$ cat config.mk
export PLATFORM = sky130hd
export DESIGN_NAME = ctrl_pipeline
export DESIGN_NICKNAME = d
export VERILOG_FILES = /design/src/rtl/pipe_ctrl_pkg.sv /design/src/rtl/hazard_unit.sv /design/src/rtl/ctrl_pipeline.sv
export SDC_FILE = /design/constraint.sdc
export NUM_CORES = 1
export LEC_CHECK = 0
export BUFFER_PORTS_ARGS = -buffer_cell sky130_fd_sc_hd__buf_2
export CAP_MARGIN = 15
export CELL_PAD_IN_SITES_DETAIL_PLACEMENT = 1
export CELL_PAD_IN_SITES_GLOBAL_PLACEMENT = 1
export CORE_MARGIN = 2
export CORE_UTILIZATION = 35
export CTS_BUF_LIST = sky130_fd_sc_hd__clkbuf_4 sky130_fd_sc_hd__clkbuf_8
export DETAILED_ROUTE_END_ITERATION = 8
export PLACE_DENSITY = 0.81
export SLEW_MARGIN = 10
export SYNTH_ARGS = -nofsm -noshare
export SYNTH_HDL_FRONTEND = slang
export SYNTH_SLANG_ARGS = --single-unit
$ cat constraint.sdc
create_clock -name clk -period 2.3 [get_ports clk]
set_input_delay 0.46 -clock clk [delete_from_list [all_inputs] [get_ports clk]]
set_output_delay 0.46 -clock clk [all_outputs]
set_load 0.03 [all_outputs]
$ cat src/rtl/pipe_ctrl_pkg.sv
// Shared types and constants for the pipeline control registers and hazard logic.
package pipe_ctrl_pkg;

  // R15 reads return the PC, so they never take a forwarded value.
  localparam logic [3:0] REG_PC = 4'hF;

  typedef enum logic [1:0] {
    FWD_RF  = 2'b00,
    FWD_WB  = 2'b01,
    FWD_MEM = 2'b10
  } fwd_sel_t;

  // Everything the D->E register carries; a bubble is simply '0.
  typedef struct packed {
    logic       reg_write;
    logic       mem_write;
    logic       mem_to_reg;
    logic       branch;
    logic       pc_src;
    logic       alu_src;
    logic [1:0] alu_control;
    logic [1:0] flag_write;
    logic [3:0] cond;
    logic [3:0] wa3;
    logic [3:0] ra1;
    logic [3:0] ra2;
  } ctrl_e_t;

  typedef struct packed {
    logic       reg_write;
    logic       mem_write;
    logic       mem_to_reg;
    logic       pc_src;
    logic [3:0] wa3;
  } ctrl_m_t;

  typedef struct packed {
    logic       reg_write;
    logic       mem_to_reg;
    logic       pc_src;
    logic [3:0] wa3;
  } ctrl_w_t;

  // Forwarding select for one E-stage source register; the younger M result wins over W.
  function automatic fwd_sel_t fwd_select(input logic [3:0] ra_e,
                                          input logic       reg_write_m,
                                          input logic [3:0] wa3_m,
                                          input logic       reg_write_w,
                                          input logic [3:0] wa3_w);
    fwd_sel_t sel;
    sel = FWD_RF;
    if (ra_e != REG_PC) begin
      if (reg_write_m && (wa3_m == ra_e)) begin
        sel = FWD_MEM;
      end else if (reg_write_w && (wa3_w == ra_e)) begin
        sel = FWD_WB;
      end
    end
    return sel;
  endfunction

endpackage

$ cat src/rtl/hazard_unit.sv
// Combinational forwarding, stall and flush generation for the 5-stage pipeline.
module hazard_unit
  import pipe_ctrl_pkg::*;
(
  input  logic [3:0] ra1_d,
  input  logic [3:0] ra2_d,
  input  logic [3:0] ra1_e,
  input  logic [3:0] ra2_e,
  input  logic [3:0] wa3_e,
  input  logic       mem_to_reg_e,
  input  logic       reg_write_m,
  input  logic [3:0] wa3_m,
  input  logic       reg_write_w,
  input  logic [3:0] wa3_w,
  input  logic       pc_src_d,
  input  logic       pc_src_e,
  input  logic       pc_src_m,
  input  logic       pc_src_w,
  input  logic       branch_taken_e,
  output fwd_sel_t   forward_a_e,
  output fwd_sel_t   forward_b_e,
  output logic       stall_f,
  output logic       stall_d,
  output logic       flush_d,
  output logic       flush_e
);

  logic ldr_stall;
  logic pc_wr_pend;

  // Forwarding selects, load-use detection and pending PC writes.
  always_comb begin
    forward_a_e = fwd_select(ra1_e, reg_write_m, wa3_m, reg_write_w, wa3_w);
    forward_b_e = fwd_select(ra2_e, reg_write_m, wa3_m, reg_write_w, wa3_w);
    ldr_stall   = mem_to_reg_e && ((wa3_e == ra1_d) || (wa3_e == ra2_d));
    pc_wr_pend  = pc_src_d || pc_src_e || pc_src_m;
  end

  // Stall fetch/decode on a load-use or an in-flight PC write; flush on redirects.
  always_comb begin
    stall_f = ldr_stall || pc_wr_pend;
    stall_d = ldr_stall;
    flush_d = pc_wr_pend || pc_src_w || branch_taken_e;
    // A taken branch and a load-use in the same cycle still yield a single bubble.
    flush_e = ldr_stall || branch_taken_e;
  end

endmodule

$ cat src/rtl/ctrl_pipeline.sv
// E/M/W control pipeline registers, hazard unit instance and hazard event counter.
module ctrl_pipeline
  import pipe_ctrl_pkg::*;
#(
  parameter int CNTW = 16
) (
  input  logic            clk,
  input  logic            reset,
  input  logic            RegWriteD,
  input  logic            MemWriteD,
  input  logic            MemtoRegD,
  input  logic            BranchD,
  input  logic            PCSrcD,
  input  logic            ALUSrcD,
  input  logic [1:0]      ALUControlD,
  input  logic [1:0]      FlagWriteD,
  input  logic [3:0]      CondD,
  input  logic [3:0]      RA1D,
  input  logic [3:0]      RA2D,
  input  logic [3:0]      WA3D,
  input  logic            RegWriteG,
  input  logic            MemWriteG,
  input  logic            PCSrcG,
  input  logic            BranchTakenE,
  output logic            RegWriteE,
  output logic            MemWriteE,
  output logic            MemtoRegE,
  output logic            BranchE,
  output logic            PCSrcE,
  output logic            ALUSrcE,
  output logic [1:0]      ALUControlE,
  output logic [1:0]      FlagWriteE,
  output logic [3:0]      CondE,
  output logic [3:0]      WA3E,
  output logic [3:0]      RA1E,
  output logic [3:0]      RA2E,
  output logic            RegWriteM,
  output logic            MemWriteM,
  output logic            MemtoRegM,
  output logic            PCSrcM,
  output logic [3:0]      WA3M,
  output logic            RegWriteW,
  output logic            MemtoRegW,
  output logic            PCSrcW,
  output logic [3:0]      WA3W,
  output logic [1:0]      ForwardAE,
  output logic [1:0]      ForwardBE,
  output logic            StallF,
  output logic            StallD,
  output logic            FlushD,
  output logic            FlushE,
  output logic [CNTW-1:0] HazardCount
);

  ctrl_e_t         e_d, e_q;
  ctrl_m_t         m_d, m_q;
  ctrl_w_t         w_d, w_q;
  logic [CNTW-1:0] hz_cnt_d, hz_cnt_q;
  fwd_sel_t        fwd_a, fwd_b;

  hazard_unit u_hazard (
    .ra1_d          (RA1D),
    .ra2_d          (RA2D),
    .ra1_e          (e_q.ra1),
    .ra2_e          (e_q.ra2),
    .wa3_e          (e_q.wa3),
    .mem_to_reg_e   (e_q.mem_to_reg),
    .reg_write_m    (m_q.reg_write),
    .wa3_m          (m_q.wa3),
    .reg_write_w    (w_q.reg_write),
    .wa3_w          (w_q.wa3),
    .pc_src_d       (PCSrcD),
    .pc_src_e       (e_q.pc_src),
    .pc_src_m       (m_q.pc_src),
    .pc_src_w       (w_q.pc_src),
    .branch_taken_e (BranchTakenE),
    .forward_a_e    (fwd_a),
    .forward_b_e    (fwd_b),
    .stall_f        (StallF),
    .stall_d        (StallD),
    .flush_d        (FlushD),
    .flush_e        (FlushE)
  );

  // D->E next state: capture decoder fields, or a bubble when E is flushed.
  always_comb begin
    // NOTE: every always_comb output gets a full default first, so no path can infer a latch.
    e_d             = '0;
    e_d.reg_write   = RegWriteD;
    e_d.mem_write   = MemWriteD;
    e_d.mem_to_reg  = MemtoRegD;
    e_d.branch      = BranchD;
    e_d.pc_src      = PCSrcD;
    e_d.alu_src     = ALUSrcD;
    e_d.alu_control = ALUControlD;
    e_d.flag_write  = FlagWriteD;
    e_d.cond        = CondD;
    e_d.wa3         = WA3D;
    e_d.ra1         = RA1D;
    e_d.ra2         = RA2D;
    if (FlushE) begin
      e_d = '0;
    end
  end

  // E->M and M->W next state: condition-gated results move to M, M copies to W.
  always_comb begin
    m_d.reg_write  = RegWriteG;
    m_d.mem_write  = MemWriteG;
    m_d.mem_to_reg = e_q.mem_to_reg;
    m_d.pc_src     = PCSrcG;
    m_d.wa3        = e_q.wa3;
    w_d.reg_write  = m_q.reg_write;
    w_d.mem_to_reg = m_q.mem_to_reg;
    w_d.pc_src     = m_q.pc_src;
    w_d.wa3        = m_q.wa3;
  end

  // Saturating count of cycles that stall decode or flush execute.
  always_comb begin
    hz_cnt_d = hz_cnt_q;
    if ((StallD || FlushE) && (hz_cnt_q != '1)) begin
      hz_cnt_d = hz_cnt_q + 1'b1;
    end
  end

  // Pipeline and counter registers with synchronous reset.
  always_ff @(posedge clk) begin
    // NOTE: reset is the outer branch, so it wins over a same-cycle flush; state uses <= only.
    if (reset) begin
      e_q      <= '0;
      m_q      <= '0;
      w_q      <= '0;
      hz_cnt_q <= '0;
    end else begin
      e_q      <= e_d;
      m_q      <= m_d;
      w_q      <= w_d;
      hz_cnt_q <= hz_cnt_d;
    end
  end

  assign RegWriteE   = e_q.reg_write;
  assign MemWriteE   = e_q.mem_write;
  assign MemtoRegE   = e_q.mem_to_reg;
  assign BranchE     = e_q.branch;
  assign PCSrcE      = e_q.pc_src;
  assign ALUSrcE     = e_q.alu_src;
  assign ALUControlE = e_q.alu_control;
  assign FlagWriteE  = e_q.flag_write;
  assign CondE       = e_q.cond;
  assign WA3E        = e_q.wa3;
  assign RA1E        = e_q.ra1;
  assign RA2E        = e_q.ra2;
  assign RegWriteM   = m_q.reg_write;
  assign MemWriteM   = m_q.mem_write;
  assign MemtoRegM   = m_q.mem_to_reg;
  assign PCSrcM      = m_q.pc_src;
  assign WA3M        = m_q.wa3;
  assign RegWriteW   = w_q.reg_write;
  assign MemtoRegW   = w_q.mem_to_reg;
  assign PCSrcW      = w_q.pc_src;
  assign WA3W        = w_q.wa3;
  assign ForwardAE   = fwd_a;
  assign ForwardBE   = fwd_b;
  assign HazardCount = hz_cnt_q;

endmodule

==> reports/results.tsv, run 1 <==
stage	metric	value	unit
outcome	run status	complete, no violations	
timing	Tcrit/Tclk final	96.4	%
worst_setup_path	Worst setup startpoint	WA3E[2]$_SDFF_PP0_	
synthesis	Yosys cell types	30	
worst_setup_path	crit-path max FO	5	
floorplanning	row count	29	
power	Max VDD drop	0.421	mV
final_layout	area grow syn2layout	36.8	%
final_layout	filler instances	769	
synthesis	post-synthesis sequential area ratio	51.3	%
worst_setup_path	Worst path slowest cell	dfxtp_1	
worst_setup_path	FF-to-FF setup slack	0.38	ns
synthesis	Cell Area, Synth	2230	um^2
grt	global-route usage over all layers	18.3	%
final_layout	layout cell share with drive strength beyond 1	36.8	%
placement	Port Buffers	96	
synthesis	asr flop ratio synth	0	%
routing	Antenna Nets Post-Route	0	
worst_setup_path	worst path arrival time	1.76	ns
final_layout	NumNets Final	365	
clocking	Post-CTS Hold Fix Bufs	0	
clocking	CTS max path bufs	2	
worst_setup_path	critical path launch point type	register	
timing	Final Max Slew Viols	0	
routing	WL/cell	15.1	um
synthesis	number of synthesized flops with an enable pin	0	
routing	number of remaining DRC errors	0	
routing	drt total wl	6230	um
synthesis	Syn Inst Count	227	
timing	# setup viols final	0	
clocking	CTS tree	built	
clocking	Inserted Clock Buffers	9	
final_layout	Final Instance Area	3050	um^2
timing	Final Hold Viols	0	
timing	worst hold slack	0.313	ns
clocking	CTS root buffer	clkbuf_8	
synthesis	Synth Flop Type	dfxtp_1	
timing	min Tclk post-route	2.22	ns
hold_path	Hold Path Origin	ALUControlD[1]	
power	Pwr per Cell Area	748	nW/um^2
timing	Max-slew headroom	77.2	%
power	Tot Pwr	2.28	mW
clocking	CTS H-tree depth	3	
grt	GR Overflow Total	0	
worst_setup_path	Critical Path RT	1.84	ns
grt	vias in the first global route	2067	
grt	initial antenna violation count	0	
synthesis	Synth Area per Inst	9.81	um^2
run	max cap viols	0	
floorplanning	Vert. Die Dim	83.7	um
worst_setup_path	Crit Reg-Reg Startpoint	WA3E[2]$_SDFF_PP0_	
placement	Final Wtd Congestion	0.797	
floorplanning	die area	7010	um^2
routing	Via Count	1980	
worst_setup_path	Critical R2R Capture	HazardCount[13]$_SDFFE_PP0P_	
timing	Max Freq	451	MHz
routing	initial DRC count	68	
routing	Via-to-Cell Ratio	4.78	
floorplanning	Core Region	6240	um^2
grt	first-pass GRT wire length	10100	um
worst_setup_path	kind of critical path	reg2out	
synthesis	Synth warnings	0	
worst_setup_path	Largest stage delay, worst path	0.42	ns
clocking	Worst-Skew Late Latency	0.34	ns
synthesis	Yosys top cell area share	51.3	%
final_layout	commonest non-fill, non-tap cell in the layout	buf_2	
placement	DP Area	2810	um^2
routing	DR pass1 iterations	4	
clocking	Clock Pin Slew Worst Setup and Hold Paths	0.07	ns
synthesis	Yosys top cell by area	dfxtp_1	
final_layout	Post-Route Utilization	48.8	%
timing	setup TNS	0	ns
grt	largest net degree at the start of global routing	32	
synthesis	FF+latch count, synth	57	
synthesis	synth top area cells	dfxtp_1 (51%), xor2_1 (9.1%), and2_1 (7.6%)	
worst_setup_path	Setup crit end kind	output pin	
final_layout	commonest cells after routing, fill and taps aside	buf_2 (95), dfxtp_1 (54), and2_1 (27)	
floorplanning	io pins	97	
timing	worst slew pin tran	0.338	ns
worst_setup_path	Critical Path Sink	FlushE	
floorplanning	Die Wd	83.7	um
power	Leakage Power	1.45	nW
clocking	Num Clock Sinks	57	
floorplanning	initial core utilization	35.7	%
final_layout	antenna cells	0	
placement	Post-DP HPWL	4590	um
worst_setup_path	reg2reg path depth	7	
timing	Fin Clk Skew	0.0102	ns
worst_setup_path	cell chain of the critical path	xnor2_1, nand4_1, a21boi_4, nor2_2, inv_1, clkbuf_4	
synthesis	syn_nets	260	
hold_path	Hold Crit Class	in2reg	
-- logic make-up (layout without fill, tap and decap cells) --
| group | Yosys count | in the layout | synth area share [%] |
|---|---|---|---|
| and+or+nand+nor | 99 | 99 | 24.8 |
| DFF | 57 | 57 | 51.3 |
| xor gates and xnor gates | 35 | 35 | 13.8 |
| AOI/OAI and AO/OA | 25 | 25 | 7.87 |
| buffers and inverters | 10 | 120 | 1.74 |
| adders and majority gates | 1 | 1 | 0.562 |
-- worst min-delay path by stage --
stage | end | depth (start not counted)
after floorplan | WA3W[0]$_SDFF_PP0_ | 1
after global placement | MemtoRegW$_SDFF_PP0_ | 1
after detailed placement | MemtoRegW$_SDFF_PP0_ | 1
after CTS | MemWriteE$_SDFF_PP0_ | 2
after global routing | MemtoRegE$_SDFF_PP0_ | 2
final | ALUControlE[1]$_SDFF_PP0_ | 2
-- critical path: cells and delay by family (launching register included) --
family	cells	cell delay, ns
AOI/OAI and AO/OA	1	0.26
buffers and inverters	2	0.32
and+or+nand+nor	2	0.26
xor gates and xnor gates	1	0.16
DFF	1	0.42
-- power breakdown --
group	internal (mW)	total, mW	switching (mW)	leakage [nW]
clock network	0.586	0.989	0.402	0.105
logic	0.0885	0.239	0.151	0.884
registers	1.02	1.05	0.0302	0.467
total	1.69	2.28	0.584	1.45
-- per-layer routing --
metal	vias up	global-route usage (%)	part of all wire [%]
met3	15	4.85	5.8
met5	-	0	0
met1	931	21.6	42
met4	0	10.4	2.2
met2	57	29.9	50
li1	977	-	-
-- area by class of cell --
type | count | area (um^2) | area share (%)
sequential | 57 | 1140 | 37.6
clock inverter | 4 | 50.0 | 1.64
clock buffer | 12 | 165 | 5.42
tap | 77 | 96.3 | 3.16
timing repair buffer | 102 | 528 | 17.3
multi-input combinational | 160 | 1050 | 34.6
inverter | 2 | 7.51 | 0.247
-- cells in the mapped netlist (5+ instances only) --
library cell,n
nand3_1,10
nand4_1,6
nor2b_1,15
and3_1,5
dfxtp_1,57
and2_1,27
nand2_1,7
xnor2_1,12
nor3_1,6
o21ai_0,7
xor2_1,23
clkbuf_1,7
nor2_1,14
o211ai_1,6
-- metrics by stage --
step,cells,setup slack (ns)
after floorplan,227,0.127
after global placement,397,0.246
after detailed placement,397,0.143
after CTS,413,0.00242
after global routing,414,-0.0213
final,414,0.0830
-- state kept, by name, summed over array words and instances, names as in the netlist, 2 cells and up --
register	cells
HazardCount	16
CondE	4
RA1E	4
RA2E	4
WA3E	4
WA3M	4
WA3W	4
ALUControlE	2
FlagWriteE	2
-- timing repair --
action	CTS	global route
endpoints found under the setup margin	0	2
gates resized for setup	0	5
buffers inserted	0	1
Power figures use the tool's default switching activity.
==> inputs of run 2 (changes only) <==
- CELL_PAD_IN_SITES_DETAIL_PLACEMENT: 1 -> not set
- CELL_PAD_IN_SITES_GLOBAL_PLACEMENT: 1 -> not set
- CORE_UTILIZATION: 35 -> 49
- PLACE_DENSITY: 0.81 -> 0.83
==> reports/results.tsv, run 2 (synthesis results as in run 1) <==
stage	metric	value	unit	change
power	Tot Pwr	2.07	mW	-9.2%
worst_setup_path	reg2reg path depth	6		-1
worst_setup_path	critical path launch point type	register		
run	max cap viols	0		unchanged
floorplanning	row count	24		-17%
clocking	CTS tree	built		
power	Int Power	1.54	mW	-9.1%
worst_setup_path	worst path arrival time	1.73	ns	-0.03 ns
routing	number of remaining DRC errors	0		unchanged
placement	Post-DP HPWL	3840	um	-16%
routing	drt total wl	5160	um	-17%
power	Max VDD drop	0.471	mV	+12%
final_layout	commonest cells after routing, fill and taps aside	buf_2 (96), dfxtp_1 (57), and2_1 (27)		
power	Pwr per Cell Area	701	nW/um^2	-6.2%
routing	Via-to-Cell Ratio	5.00		+4.5%
worst_setup_path	crit-path max FO	4		-1
clocking	CTS H-tree depth	3		unchanged
final_layout	NumNets Final	363		-0.55%
worst_setup_path	Setup crit end kind	output pin		
power	switching fraction of total power	25.5	%	-0.085 points
final_layout	commonest non-fill, non-tap cell in the layout	buf_2		
routing	DR pass1 iterations	4		unchanged
worst_setup_path	Critical Path RT	1.84	ns	about the same
timing	RSZ-0062 raised after global routing	no		
clocking	CTS root buffer	clkbuf_8		
final_layout	Non-Filler Instances	386		-6.8%
placement	DP Cell Count	370		-6.8%
timing	Max Freq	456	MHz	+1.1%
placement	Port Buffers	96		unchanged
timing	worst slew pin tran	0.320	ns	-0.0183 ns
timing	Fin Clk Skew	0.00511	ns	-0.00505 ns
clocking	Clock Pin Slew Worst Setup and Hold Paths	0.06	ns	about the same
floorplanning	die area	5100	um^2	-27%
grt	vias in the first global route	1832		-11%
timing	setup TNS	0	ns	unchanged
hold_path	Hold Crit Class	in2reg		
grt	first-pass GRT wire length	8200	um	-19%
worst_setup_path	FF-to-FF setup slack	0.33	ns	-0.05 ns
timing	Max-slew headroom	78.7	%	+1.5 points
hold_path	WHS Path Cells	2		unchanged
power	Leakage Power	1.43	nW	-1.9%
power	Gate power share	11.2	%	+0.7 points
power	part of the power in registers	50.7	%	+4.6 points
timing	Final Max Slew Viols	0		unchanged
floorplanning	Die Wd	71.4	um	-15%
floorplanning	Core Region	4350	um^2	-30%
worst_setup_path	Critical R2R Capture	HazardCount[4]$_SDFFE_PP0P_		
floorplanning	io pins	97		unchanged
grt	largest net degree at the start of global routing	32		unchanged
final_layout	antenna cells	0		unchanged
timing	Tcrit/Tclk final	95.4	%	-1.0 points
final_layout	max FFs per register	16		unchanged
final_layout	area grow syn2layout	32.4	%	
final_layout	layout cell share with drive strength beyond 1	35.3	%	-1.5 points
routing	Antenna Nets Post-Route	0		unchanged
worst_setup_path	kind of critical path	reg2out		
timing	# setup viols final	0		unchanged
grt	global-route usage over all layers	20.6	%	+2.4 points
worst_setup_path	Crit Reg-Reg Startpoint	HazardCount[0]$_SDFFE_PP0P_		
placement	Final Wtd Congestion	0.795		-0.34%
hold_path	Hold Path Origin	MemWriteD		
power	P_sw	0.528	mW	-9.5%
grt	GR Overflow Total	0		unchanged
timing	min Tclk post-route	2.19	ns	-0.0239 ns
floorplanning	Vert. Die Dim	71.4	um	-15%
clocking	Inserted Clock Buffers	9		unchanged
routing	initial DRC count	132		+94%
routing	Via Count	1930		-2.5%
power	clock share of power	38.1	%	-5.3 points
timing	Final Hold Viols	0		unchanged
floorplanning	initial core utilization	51.1	%	+15 points
hold_path	Hold Path End	MemWriteE$_SDFF_PP0_		
clocking	Worst-Skew Late Latency	0.32	ns	-0.02 ns
clocking	CTS max path bufs	2		unchanged
grt	initial antenna violation count	0		unchanged
routing	WL/cell	13.4	um	-11%
outcome	run status	complete, no violations		
clocking	Num Clock Sinks	57		unchanged
-- run 2: cell count changes in the layout (fill, tap and decap cells not counted), sizes merged --
cell | before | now
clkinv | 1 | 2
bufinv | 1 | 0
clkbuf | 13 | 12
buf | 101 | 100
clkinvlp | 2 | 1
-- run 2: per-layer routing --
layer	global-route usage [%]	vias to the layer above	wire [um]
met5	0	-	0
met4	8.81	0	55
met3	6.19	7	343
met2	34.4	60	2590
met1	24.8	893	2180
li1	-	970	-
-- run 2: layout make-up --
| cell class | instances | area [um^2] |
|---|---|---|
| fillers | 371 | 1410 |
| clock buffers | 12 | 153 |
| multi-input cells | 160 | 1050 |
| inverters | 2 | 7.51 |
| repair buffers | 100 | 510 |
| well taps | 52 | 65.1 |
| flip-flops and latches | 57 | 1140 |
| clock inverters | 3 | 17.5 |
-- run 2: how the worst max path moves through the flow --
stage / start / slack, ns / cells past startpoint / to
after floorplan: WA3E[1]$_SDFF_PP0_ / 0.13 / 5 / StallF
after global placement: RA1D[3] / 0.27 / 7 / FlushE
after detailed placement: RA2D[3] / 0.18 / 7 / FlushE
after CTS: WA3E[2]$_SDFF_PP0_ / 0.007 / 6 / FlushE
after global routing: WA3E[2]$_SDFF_PP0_ / 0.06 / 6 / FlushE
final: WA3E[2]$_SDFF_PP0_ / 0.11 / 6 / FlushE
-- run 2: power groups by stage --
| stage | sequential, mW | combinational, mW | clock (mW) |
|---|---|---|---|
| floorplan | 1.13 | 0.0883 | 0 |
| global placement | 1.07 | 0.227 | 0 |
| global route | 1.05 | 0.251 | 0.859 |
| CTS | 1.05 | 0.233 | 0.812 |
| finish | 1.05 | 0.232 | 0.788 |
| detailed placement | 1.07 | 0.232 | 0 |
-- run 2: repair_timing --
action | CTS | global route
hold buffers | 0 | 0
gates resized for setup | 0 | 1
setup endpoints to repair | 0 | 1
buffers inserted | 0 | 1
-- run 2: worst max-delay path: stages (launching register included) --
cell      delay [ns]
dfxtp_1         0.45
xnor2_1         0.16
nand4_1         0.18
a21boi_4        0.24
nor2_2          0.06
inv_1           0.11
buf_2           0.21
-- run 2: per-stage QoR --
step	util, %	setup WS, ns	cell area, um^2	hold WS [ns]
6_report	67.7	0.107	2950	0.336
5_1_grt	67.7	0.0643	2950	0.330
4_1_cts	67.4	0.00701	2930	0.320
3_5_place_dp	63.4	0.182	2760	0.484
3_3_place_gp	63.4	0.271	2760	0.473
2_1_floorplan	-	0.127	2230	0.532
==> inputs of run 3 (changes only) <==
- CORE_UTILIZATION: 49 -> 45
- PLACE_DENSITY: 0.83 -> 0.77
==> reports/results.tsv, run 3 (synthesis results as in run 1) <==
stage	metric	value	unit	change
worst_setup_path	Crit Reg-Reg Startpoint	HazardCount[0]$_SDFFE_PP0P_		
final_layout	FF/Latch Area	1140	um^2	+0.11%
final_layout	layout cell share with drive strength beyond 1	36.0	%	+0.68 points
hold_path	Hold Crit Class	in2reg		
routing	DR pass1 iterations	4		unchanged
outcome	run status	complete, no violations		
clocking	CTS root buffer	clkbuf_8		
worst_setup_path	Critical Path Sink	FlushE		
routing	Antenna Nets Post-Route	0		unchanged
timing	worst hold slack	0.329	ns	-0.00766 ns
placement	Final Wtd Congestion	0.824		+3.7%
clocking	Num Clock Sinks	57		unchanged
worst_setup_path	kind of critical path	reg2out		
clocking	Worst-Skew Late Latency	0.32	ns	about the same
power	Gate power share	10.0	%	-1.2 points
floorplanning	die area	5520	um^2	+8.4%
worst_setup_path	Setup crit end kind	output pin		
worst_setup_path	reg2reg path depth	6		unchanged
grt	initial antenna violation count	0		unchanged
floorplanning	Vert. Die Dim	74.3	um	+4.1%
timing	Final Max Slew Viols	0		unchanged
timing	worst slew pin tran	0.327	ns	+0.00707 ns
run	max cap viols	0		unchanged
routing	number of remaining DRC errors	0		unchanged
floorplanning	initial core utilization	46.8	%	-4.3 points
timing	# setup viols final	0		unchanged
floorplanning	io pins	97		unchanged
clocking	CTS tree	built		
timing	Final Hold Viols	0		unchanged
placement	DP Area	2790	um^2	+0.95%
grt	global-route usage over all layers	19.3	%	-1.4 points
worst_setup_path	worst path arrival time	1.71	ns	-0.02 ns
routing	Via-to-Cell Ratio	4.79		-4.3%
floorplanning	Core Region	4750	um^2	+9.2%
worst_setup_path	Worst setup startpoint	WA3E[3]$_SDFF_PP0_		
final_layout	NumNets Final	364		+0.28%
power	Pwr per Cell Area	764	nW/um^2	+8.9%
grt	vias in the first global route	1696		-7.4%
placement	DP Cell Count	386		+4.3%
floorplanning	row count	25		+4.2%
routing	WL/cell	12.6	um	-5.6%
power	Int Power	1.77	mW	+15%
final_layout	commonest cells after routing, fill and taps aside	buf_2 (95), dfxtp_1 (56), and2_1 (27)		
worst_setup_path	crit-path max FO	5		+1
placement	Post-DP HPWL	3810	um	-0.81%
power	P_sw	0.549	mW	+4.0%
floorplanning	Die Wd	74.3	um	+4.1%
worst_setup_path	Critical R2R Capture	HazardCount[0]$_SDFFE_PP0P_		
final_layout	commonest non-fill, non-tap cell in the layout	buf_2		
final_layout	Final Instance Area	3040	um^2	+3.0%
timing	final worst slack	0.125	ns	+0.0183 ns
power	switching fraction of total power	23.7	%	-1.9 points
final_layout	filler instances	444		+20%
power	clock share of power	44.9	%	+6.8 points
power	part of the power in registers	45.1	%	-5.6 points
timing	Max-slew headroom	78.0	%	-0.70 points
clocking	CTS H-tree depth	3		unchanged
power	Leakage Power	1.46	nW	+2.3%
worst_setup_path	critical path launch point type	register		
worst_setup_path	FF-to-FF setup slack	0.33	ns	about the same
grt	largest net degree at the start of global routing	32		unchanged
final_layout	area grow syn2layout	36.4	%	
worst_setup_path	Critical Path RT	1.84	ns	about the same
grt	GR Overflow Total	0		unchanged
clocking	Inserted Clock Buffers	9		unchanged
clocking	Post-CTS Hold Fix Bufs	0		unchanged
clocking	CTS max path bufs	2		unchanged
clocking	Clock Pin Slew Worst Setup and Hold Paths	0.07	ns	about the same
timing	Fin Clk Skew	0.00769	ns	+0.00258 ns
final_layout	multi-input combinational cell area	1050	um^2	unchanged
final_layout	Non-Filler Instances	403		+4.4%
routing	initial DRC count	83		-37%
final_layout	Post-Route Utilization	63.9	%	-3.8 points
placement	Setup WS pre-CTS	0.203	ns	+0.0215 ns
timing	Max Freq	460	MHz	+0.84%
final_layout	max FFs per register	16		unchanged
final_layout	antenna cells	0		unchanged
timing	min Tclk post-route	2.17	ns	-0.0183 ns
routing	drt total wl	5090	um	-1.5%
power	Max VDD drop	0.465	mV	-1.4%
placement	Port Buffers	96		unchanged
timing	Tcrit/Tclk final	94.6	%	-0.80 points
routing	Via Count	1929		-0.052%
grt	first-pass GRT wire length	7910	um	-3.5%
==> run 3: cell types whose count changed in the layout (fill, tap and decap cells not counted) <==
| cell | before | now |
|---|---|---|
| dfxtp_1 | 57 | 56 |
| buf_4 | 4 | 5 |
| bufinv_16 | 0 | 2 |
| buf_2 | 96 | 95 |
| dfxtp_2 | 0 | 1 |
| clkbuf_4 | 2 | 1 |
| clkbuf_8 | 10 | 11 |
==> run 3: layout make-up <==
| type | instances | share of cell area, % |
|---|---|---|
| repair buffers | 101 | 17.1 |
| inverters | 2 | 0.247 |
| well taps | 67 | 2.76 |
| multi-input cells | 160 | 34.7 |
| clock buffers | 11 | 4.99 |
| flip-flops and latches | 57 | 37.6 |
| clock inverters | 5 | 2.55 |
==> run 3: power groups by stage <==
stage,logic [mW],clock network [mW],registers (mW)
floorplan,0.0883,0,1.13
global placement,0.229,0,1.07
detailed placement,0.231,0,1.07
CTS,0.233,1.07,1.05
global route,0.251,1.12,1.05
finish,0.232,1.04,1.05
==> run 3: worst min-delay path by stage <==
stage / endpoint / slack [ns] / cells after the start / start
detailed placement: MemtoRegW$_SDFF_PP0_ / 0.46 / 1 / MemtoRegM$_SDFF_PP0_
CTS: FlagWriteE[0]$_SDFF_PP0_ / 0.32 / 2 / FlagWriteD[0]
global route: FlagWriteE[0]$_SDFF_PP0_ / 0.31 / 2 / FlagWriteD[0]
floorplan: WA3W[0]$_SDFF_PP0_ / 0.53 / 1 / reset
finish: ALUControlE[0]$_SDFF_PP0_ / 0.33 / 2 / ALUControlD[0]
global placement: MemtoRegW$_SDFF_PP0_ / 0.45 / 1 / MemtoRegM$_SDFF_PP0_
==> run 3: timing repair <==
item	CTS	global route
endpoints found under the hold margin	0	0
endpoints found under the setup margin	1	2
gates resized for setup	1	2
pin swaps	0	1
buffers inserted	0	1
==> run 3: through the flow <==
stage	power [mW]	TNS [ns]
after global routing	2.42	-0.00962
after floorplan	1.21	0
after detailed placement	1.30	0
after CTS	2.35	0
after global placement	1.30	0
final	2.32	0
==> run 3: critical path: stages, from the launching register on <==
cell and delay (ns):
dfxtp_1 0.41, xnor2_1 0.14, nand4_1 0.17, a21boi_4 0.29, nor2_2 0.07, inv_1 0.11
clkbuf_4 0.20
==> run 3: layer usage <==
metal / track usage, % / routed length [um] / vias to the layer above
li1: - / - / 979
met2: 30.1 / 2490 / 75
met1: 24.1 / 2160 / 868
met3: 6.64 / 379 / 7
met4: 8.93 / 65 / 0
met5: 0 / 0 / -
